File: src/rtl/io_wait_gen_pkg.sv
// Shared MSX I/O map for the vg8020 decoders, plus the I/O access qualifier.
// FSM encodings belong to each decoder and are not kept here.
package io_wait_gen_pkg;

    localparam logic [7:0] VDP_PORT = 8'h98;
    localparam logic [7:0] PSG_PORT = 8'hA0;
    localparam logic [7:0] PPI_PORT = 8'hA8;
    localparam logic [7:0] IO_PORT_MASK = 8'hFC;

    // M1 low with IORQ low is an interrupt acknowledge, not an I/O access.
    function automatic logic io_access_match(
        input logic       niorq,
        input logic       nm1,
        input logic       nrd,
        input logic       nwr,
        input logic [7:0] addr,
        input logic [7:0] base,
        input logic [7:0] mask
    );
        return !niorq && nm1 && (!nrd || !nwr) && ((addr & mask) == (base & mask));
    endfunction

endpackage

File: src/rtl/io_wait_gen_if.sv
// Z80 I/O bus strobes plus the chained active-low wait request.
interface io_wait_gen_if;

    logic       niorq;
    logic       nm1;
    logic       nrd;
    logic       nwr;
    logic [7:0] addr;
    logic       nextwait;
    logic       nwait;

    modport master (
        output niorq, nm1, nrd, nwr, addr, nextwait,
        input  nwait
    );

    modport slave (
        input  niorq, nm1, nrd, nwr, addr, nextwait,
        output nwait
    );

endinterface

File: src/rtl/io_wait_gen.sv
// Inserts WAIT_CYCLES wait periods on Z80 I/O accesses to a matched port,
// merged with an upstream wait request.
module io_wait_gen
    import io_wait_gen_pkg::*;
#(
    parameter int unsigned WAIT_CYCLES = 2,
    parameter logic [7:0]  PORT_BASE   = VDP_PORT,
    parameter logic [7:0]  PORT_MASK   = IO_PORT_MASK
) (
    input  logic          clk,
    input  logic          reset,
    io_wait_gen_if.slave  bus
);

    typedef enum logic [1:0] {
        IDLE  = 2'd0,
        COUNT = 2'd1,
        HOLD  = 2'd2
    } state_t;

    // Only the 0..15 range is meaningful; the 0 case never reaches the load.
    localparam logic [3:0] LOAD = (WAIT_CYCLES > 0) ? 4'(WAIT_CYCLES - 1) : 4'd0;

    state_t     state;
    logic [3:0] cnt;
    logic       wait_q;
    logic       match;

    assign match = io_access_match(bus.niorq, bus.nm1, bus.nrd, bus.nwr,
                                   bus.addr, PORT_BASE, PORT_MASK);

    // NOTE: state, counter and wait term all use non-blocking assignments so every
    // branch reads the values from before this edge; blocking here would let a
    // later branch see a half-updated state and desynchronise the counter.
    always_ff @(posedge clk) begin
        if (reset) begin
            // HOLD keeps an access that is still on the bus from being re-waited.
            state  <= HOLD;
            cnt    <= 4'd0;
            wait_q <= 1'b0;
        end else begin
            case (state)
                IDLE: begin
                    if (match) begin
                        if (WAIT_CYCLES > 0) begin
                            state  <= COUNT;
                            cnt    <= LOAD;
                            wait_q <= 1'b1;
                        end else begin
                            state <= HOLD;
                        end
                    end
                end
                COUNT: begin
                    if (bus.niorq) begin
                        state  <= IDLE;
                        cnt    <= 4'd0;
                        wait_q <= 1'b0;
                    end else if (cnt == 4'd0) begin
                        state  <= HOLD;
                        wait_q <= 1'b0;
                    end else begin
                        cnt <= cnt - 4'd1;
                    end
                end
                HOLD: begin
                    if (bus.niorq) state <= IDLE;
                end
                default: begin
                    state  <= HOLD;
                    cnt    <= 4'd0;
                    wait_q <= 1'b0;
                end
            endcase
        end
    end

    // Upstream wait passes straight through so the chain adds no latency.
    assign bus.nwait = bus.nextwait & ~wait_q;

endmodule

File: src/flat_wrapper.sv
// flat-port wrapper written by rule: the top's interface ports become plain ports
module io_wait_gen_flat import io_wait_gen_pkg::*;
#(
    parameter int unsigned WAIT_CYCLES = 2,
    parameter logic [7:0]  PORT_BASE   = VDP_PORT,
    parameter logic [7:0]  PORT_MASK   = IO_PORT_MASK
)
  (clk, reset, bus_niorq, bus_nm1, bus_nrd, bus_nwr, bus_addr, bus_nextwait, bus_nwait);
  io_wait_gen_if bus_i ();
  input  logic clk;
  input  logic reset;
  input wire logic [$bits(bus_i.niorq)-1:0] bus_niorq;
  input wire logic [$bits(bus_i.nm1)-1:0] bus_nm1;
  input wire logic [$bits(bus_i.nrd)-1:0] bus_nrd;
  input wire logic [$bits(bus_i.nwr)-1:0] bus_nwr;
  input wire logic [$bits(bus_i.addr)-1:0] bus_addr;
  input wire logic [$bits(bus_i.nextwait)-1:0] bus_nextwait;
  output wire logic [$bits(bus_i.nwait)-1:0] bus_nwait;
  assign bus_i.niorq = bus_niorq;
  assign bus_i.nm1 = bus_nm1;
  assign bus_i.nrd = bus_nrd;
  assign bus_i.nwr = bus_nwr;
  assign bus_i.addr = bus_addr;
  assign bus_i.nextwait = bus_nextwait;
  assign bus_nwait = bus_i.nwait;
  io_wait_gen #(.WAIT_CYCLES(WAIT_CYCLES), .PORT_BASE(PORT_BASE), .PORT_MASK(PORT_MASK)) u_core (.clk(clk), .reset(reset), .bus(bus_i));
endmodule
File: config.mk
export PLATFORM = sky130hd
export DESIGN_NAME = io_wait_gen_flat
export DESIGN_NICKNAME = d
export VERILOG_FILES = /design/src/rtl/io_wait_gen_pkg.sv /design/src/rtl/io_wait_gen_if.sv /design/src/rtl/io_wait_gen.sv /design/src/flat_wrapper.sv
export SDC_FILE = /design/constraint.sdc
export NUM_CORES = 1
export LEC_CHECK = 0
export CORE_AREA = 5 5 42 44
export DETAILED_ROUTE_END_ITERATION = 16
export DIE_AREA = 0 0 47 49
export PLACE_DENSITY = 0.71
export SLEW_MARGIN = 10
export SYNTH_ARGS = -nofsm -noshare
export SYNTH_HDL_FRONTEND = slang
export SYNTH_SLANG_ARGS = --single-unit
File: constraint.sdc
create_clock -name clk -period 1.55 [get_ports clk]
set_input_delay 0.155 -clock clk [delete_from_list [all_inputs] [get_ports clk]]
set_output_delay 0.155 -clock clk [all_outputs]
set_load 0.005 [all_outputs]
==> results of run 1 <==
## cells in the final DEF (no fill, tap or decap)
| master | instances |
|---|---|
| nand2_1 | 1 |
| nor2_2 | 1 |
| dfxtp_1 | 7 |
| nand2_2 | 1 |
| nor4bb_1 | 1 |
| ha_1 | 1 |
| nor3_1 | 1 |
| buf_4 | 7 |
| o21ai_0 | 3 |
| nand3b_1 | 1 |
| nand2b_1 | 1 |
| nand3_1 | 1 |
| nor2_1 | 3 |
| ha_2 | 1 |
| inv_1 | 2 |
| o21ai_1 | 2 |
| nor3b_2 | 2 |
| or3_1 | 1 |
| and3b_1 | 1 |
| a21oi_1 | 6 |
| a31oi_1 | 1 |
| clkbuf_1 | 1 |
| clkbuf_4 | 3 |
| a41oi_1 | 1 |
| clkdlybuf4s50_1 | 13 |
| nor2b_1 | 1 |
| or3b_4 | 2 |
| a211oi_1 | 2 |
| nand4b_1 | 2 |
| and2_1 | 1 |
## routing by layer
metal / track usage [%] / share of wire [%] / up-vias
li1: - / - / 224
met1: 10.60 / 40 / 202
met2: 15.84 / 49 / 19
met3: 4.059 / 8.6 / 3
met4: 5.530 / 2.1 / 0
met5: 0 / 0 / -
## cell usage after synthesis (2+ instances only)
cell,count,area share [%]
a211oi_1,2,3.8
a21oi_1,6,7.5
dfxtp_1,7,35
ha_1,2,6.3
inv_1,2,1.9
nand2_1,2,1.9
nand4b_1,2,4.4
nor2_1,4,3.8
o21ai_0,3,3.8
o21ai_1,2,2.5
## worst max-delay path: stages (launching register included)
cell and delay, ns:
dfxtp_1 0.32, inv_1 0.08, ha_2 0.20, or3b_4 0.41, nand2_2 0.09, a41oi_1 0.12
a211oi_1 0.16
## flip-flops by register name (all words and copies together) (netlist names)
| register | flops |
|---|---|
| u_core.cnt | 4 |
| u_core.wait_q | 1 |
| u_core.state | 2 |
## final cells by class
type | instances | area, µm²
well taps | 16 | 20.02
clock buffers | 4 | 26.28
inverters | 2 | 7.507
fillers | 142 | 758.2
flip-flops and latches | 7 | 140.1
multi-input cells | 38 | 266.5
repair buffers | 20 | 182.7
## power by group through the flow
stage               clock [mW]  combinational, mW  sequential (mW)
floorplan                    0            0.00881            0.188
global placement             0             0.0493            0.188
detailed placement           0             0.0507            0.188
CTS                      0.174             0.0508            0.185
global route             0.187             0.0543            0.184
finish                   0.169             0.0502            0.184
## cell families after synthesis
| logic type | Yosys count | share of synthesized area [%] |
|---|---|---|
| buffers and inverters | 2 | 1.882 |
| DFF | 7 | 35.11 |
| adders and majority gates | 2 | 6.269 |
| and+or+nand+nor | 21 | 35.43 |
| AOI/OAI and AO/OA | 15 | 21.32 |
## final timing paths
path / depth (start not counted) / from / to / slack [ns]
setup reg to reg: 6 / u_core.cnt[1]$_SDFFE_PP0P_ / u_core.wait_q$_SDFFE_PP0P_ / 0.09
hold reg to reg: 2 / u_core.cnt[1]$_SDFFE_PP0P_ / u_core.cnt[1]$_SDFFE_PP0P_ / 0.50
hold / removal: 2 / u_core.cnt[1]$_SDFFE_PP0P_ / u_core.cnt[1]$_SDFFE_PP0P_ / 0.50
setup / recovery: 6 / u_core.cnt[1]$_SDFFE_PP0P_ / u_core.wait_q$_SDFFE_PP0P_ / 0.09
## through the flow
| step | setup WS [ns] | total power, mW | hold WS, ns | setup TNS [ns] | instance area, µm² |
|---|---|---|---|---|---|
| detailed placement | -0.07826 | 0.2390 | 0.4989 | -0.2482 | 601.8 |
| finish | 0.09494 | 0.4040 | 0.5007 | 0 | 643.1 |
| global placement | -0.05474 | 0.2373 | 0.4901 | -0.1152 | 601.8 |
| CTS | 0.04998 | 0.4095 | 0.5039 | 0 | 628.1 |
| floorplan | 0.1311 | 0.1965 | 0.2241 | 0 | 399.1 |
| global route | -0.007762 | 0.4257 | 0.5481 | -0.007762 | 643.1 |
==> flow_summary.json, run 1 <==
{
  "place_congestion": 0.6986,
  "initial_core_util_pct": 28.48,
  "status": "finished, final reports clean",
  "max_freq_mhz": 687.3,
  "synth-edff-count": 0,
  "drt_first_pass_iters": 4,
  "row_count": 14,
  "syn_area_um2": 399.1,
  "cts_made_buffers": 3,
  "yosys_warnings": 0,
  "antenna_found_initial": 0,
  "worst_clock_skew_ns": 0.0007783,
  "ys.flop_type": "dfxtp_1",
  "syn_nets": 64,
  "synthArstFlopShare_pct": 0,
  "die_h_um": 49,
  "cts-root-buf": "clkbuf_4",
  "worstPathArrival_ns": 1.63,
  "final_core_util_pct": 45.89,
  "area_growth_pct": 61.13,
  "fin_crit_sh_pct": 93.87,
  "clk_pin_slew_ns": 0.05,
  "wl_per_cell_um": 12.05,
  "yosys_register_bits": 7,
  "syn_inst": 47,
  "clockBufferDepth": 2,
  "core_um2": 1401,
  "grt_max_degree": 9,
  "switching_share_pct": 21.32,
  "period_minus_slack_ns": 1.455,
  "drcViolationCount": 0,
  "crit_required_ns": 1.73,
  "layout.nets": 89,
  "grt_first_pass_wirelength_um": 1676,
  "hold_path_class": "register to register",
  "power.internal_mw": 0.3179,
  "p_per_area_nw_per_um2": 628.3,
  "dieArea_um2": 2303,
  "placedCellCount": 83,
  "setup_viol": 0,
  "cts_hold_buf": 0,
  "final_max_slew_viol_count": 0,
  "synthDistinctLibCells": 25,
  "port_buffers": 13,
  "num_antenna_cells": 0,
  "hpwl_um": 804.6,
  "seqPwrFrac_pct": 45.7,
  "avgViaCountPerCell": 5.149,
  "p_comb_share_pct": 12.4,
  "clockPowerShare_pct": 41.9,
  "boundaryPins": 16,
  "wl_um": 1048,
  "grt_pass1_vias": 448,
  "tightest_slew_ns": 0.3703,
  "dieWidth_um": 47,
  "drv_cap": 0,
  "synth_seq_area_share_pct": 35.11,
  "worst-path-max-fanout": 3,
  "syn_area_per_cell_um2": 8.492,
  "overflow": 0,
  "slew_headroom_pct": 75.20,
  "dr_total_vias": 448,
  "clkSinkCount": 7,
  "layout.cells.non_filler": 87,
  "drive_gt1_share_pct": 23.94,
  "ant_nets": 0,
  "total_leakage_power_nw": 0.2324,
  "crit_type": "register to register",
  "ir_drop_uv": 436.2,
  "critPathLaunchType": "register",
  "post-cts-setup-buffer-count": 0,
  "gr-usage-all-layers_pct": 9.944,
  "hold_viol": 0,
  "cts_tree": "built",
  "power.switching_mw": 0.08613,
  "end_kind": "register",
  "first_iter_violations": 1,
  "clk_latency_ns": 0.26,
  "cts_resized": 0,
  "h-tree-depth": 1
}
(Power assumes the default switching activity.)
==> run 2, diff against run 1 <==
==> constraint.sdc (replaced) <==
create_clock -name clk -period 1.85 [get_ports clk]
set_input_delay 0.185 -clock clk [delete_from_list [all_inputs] [get_ports clk]]
set_output_delay 0.185 -clock clk [all_outputs]
set_load 0.005 [all_outputs]
==> flow_summary.json, run 2 (synthesized netlist as in run 1, its figures left out) <==
{
  "dieWidth_um": 47,
  "hold_viol": 0,
  "max_freq_mhz": 640.8,
  "power.internal_mw": 0.2635,
  "drive_gt1_share_pct": 9.231,
  "gr-usage-all-layers_pct": 8.674,
  "critPathLaunchType": "register",
  "row_count": 14,
  "fin_crit_sh_pct": 84.36,
  "dr_total_vias": 424,
  "p_per_area_nw_per_um2": 566.6,
  "end_kind": "register",
  "setup_viol": 0,
  "final_max_slew_viol_count": 0,
  "grt_setup_unrepaired": "no",
  "total_leakage_power_nw": 0.2052,
  "fillers": 152,
  "period_minus_slack_ns": 1.561,
  "wl_um": 906,
  "grt_pass1_vias": 403,
  "seq_area_um2": 140.1,
  "cts_tree": "built",
  "p_comb_share_pct": 11.9,
  "final_cell_mix": "clkdlybuf4s50_1 (13), dfxtp_1 (7), a21oi_1 (6)",
  "power.switching_mw": 0.06690,
  "status": "finished, final reports clean",
  "grt_first_pass_wirelength_um": 1504,
  "tightest_slew_ns": 0.3548,
  "num_antenna_cells": 0,
  "area_growth_pct": 46.08,
  "port_buffers": 13,
  "place_congestion": 0.6966,
  "worst-path-max-fanout": 4,
  "die_h_um": 49,
  "largest_reg_flops": 4,
  "crit_type": "register to register",
  "layout_commonest_cell": "clkdlybuf4s50_1",
  "boundaryPins": 16,
  "crit_required_ns": 2.01,
  "regMostFlops": "u_core.cnt",
  "reg_top3": "u_core.cnt x4, u_core.state x2, u_core.wait_q x1",
  "clk_latency_ns": 0.25,
  "path_cells": "inv_1, ha_1, or3b_1, nand2_1, a41oi_1, a211oi_1",
  "post-cts-setup-buffer-count": 0,
  "drcViolationCount": 0,
  "critPathBufInv": 1,
  "cts_made_buffers": 3,
  "drv_cap": 0,
  "crit_slowest_cell": "or3b_1",
  "multiInputGateArea_um2": 251.5,
  "slew_headroom_pct": 76.20,
  "cts_resized": 0,
  "avgViaCountPerCell": 5.235,
  "drt_first_pass_iters": 4,
  "worstPathArrival_ns": 1.72,
  "h-tree-depth": 1,
  "hpwl_um": 753,
  "worst_clock_skew_ns": 0.007135,
  "finalSetupTns_ns": 0,
  "switching_share_pct": 20.25,
  "final_core_util_pct": 41.61,
  "clkSinkCount": 7,
  "wl_per_cell_um": 11.19,
  "cts-root-buf": "clkbuf_4",
  "critPathMaxStageDelay_ns": 0.40,
  "overflow": 0,
  "dieArea_um2": 2303,
  "ant_nets": 0,
  "grt_max_degree": 9,
  "cpLargestDelayFamily": "simple AND/OR/NAND/NOR gates",
  "ir_drop_uv": 339.9,
  "layout.nets": 83,
  "initial_core_util_pct": 28.48,
  "clockBufferDepth": 2,
  "hold_path_class": "register to register",
  "clockPowerShare_pct": 41.4,
  "clk_pin_slew_ns": 0.05,
  "core_um2": 1401,
  "first_iter_violations": 15,
  "seqPwrFrac_pct": 46.8,
  "cts_hold_buf": 0,
  "antenna_found_initial": 0
}
-- run 2: through the flow --
stage / cell area, µm² / total power, mW / cells / hold WS (ns) / worst slack [ns]
2_1_floorplan: 399.1 / 0.1646 / 47 / 0.2541 / 0.4311
3_3_place_gp: 556.8 / 0.1959 / 77 / 0.4836 / 0.2224
3_5_place_dp: 556.8 / 0.1967 / 77 / 0.5111 / 0.1729
4_1_cts: 583.1 / 0.3372 / 81 / 0.5184 / 0.2938
5_1_grt: 583.1 / 0.3526 / 81 / 0.5574 / 0.1745
6_report: 583.1 / 0.3304 / 81 / 0.5099 / 0.2894
-- run 2: final cells by class --
type / count / share of cell area (%)
clock buffer: 4 / 4.506
inverter: 2 / 1.288
multi-input combinational: 38 / 43.13
sequential: 7 / 24.03
tap: 16 / 3.433
timing repair buffer: 14 / 23.61
-- run 2: worst paths after layout --
kind                                   start                         end  slack (ns)  depth (start not counted)
setup / recovery  u_core.cnt[0]$_SDFFE_PP0P_  u_core.wait_q$_SDFFE_PP0P_        0.29                          6
hold / removal    u_core.cnt[1]$_SDFFE_PP0P_  u_core.cnt[1]$_SDFFE_PP0P_        0.51                          2
setup reg to reg  u_core.cnt[0]$_SDFFE_PP0P_  u_core.wait_q$_SDFFE_PP0P_        0.29                          6
hold reg to reg   u_core.cnt[1]$_SDFFE_PP0P_  u_core.cnt[1]$_SDFFE_PP0P_        0.51                          2
-- run 2: power groups by stage --
stage	Sequential [mW]	Clock (mW)	Combinational (mW)
floorplan	0.157	0	0.00738
detailed placement	0.157	0	0.0392
global route	0.154	0.156	0.0420
finish	0.154	0.137	0.0392
CTS	0.154	0.144	0.0392
global placement	0.157	0	0.0384
-- run 2: worst min-delay path: stages, from the launching register on --
cell and delay (ns):
dfxtp_1 0.32, o21ai_0 0.07, a21oi_1 0.07
-- run 2: layer usage --
layer / GRT usage [%] / up-vias / wire length, µm
met1: 9.492 / 194 / 408
met2: 15.16 / 18 / 421
li1: - / 212 / -
met3: 2.583 / 0 / 76
met4: 2.765 / 0 / 0
met5: 0 / - / 0
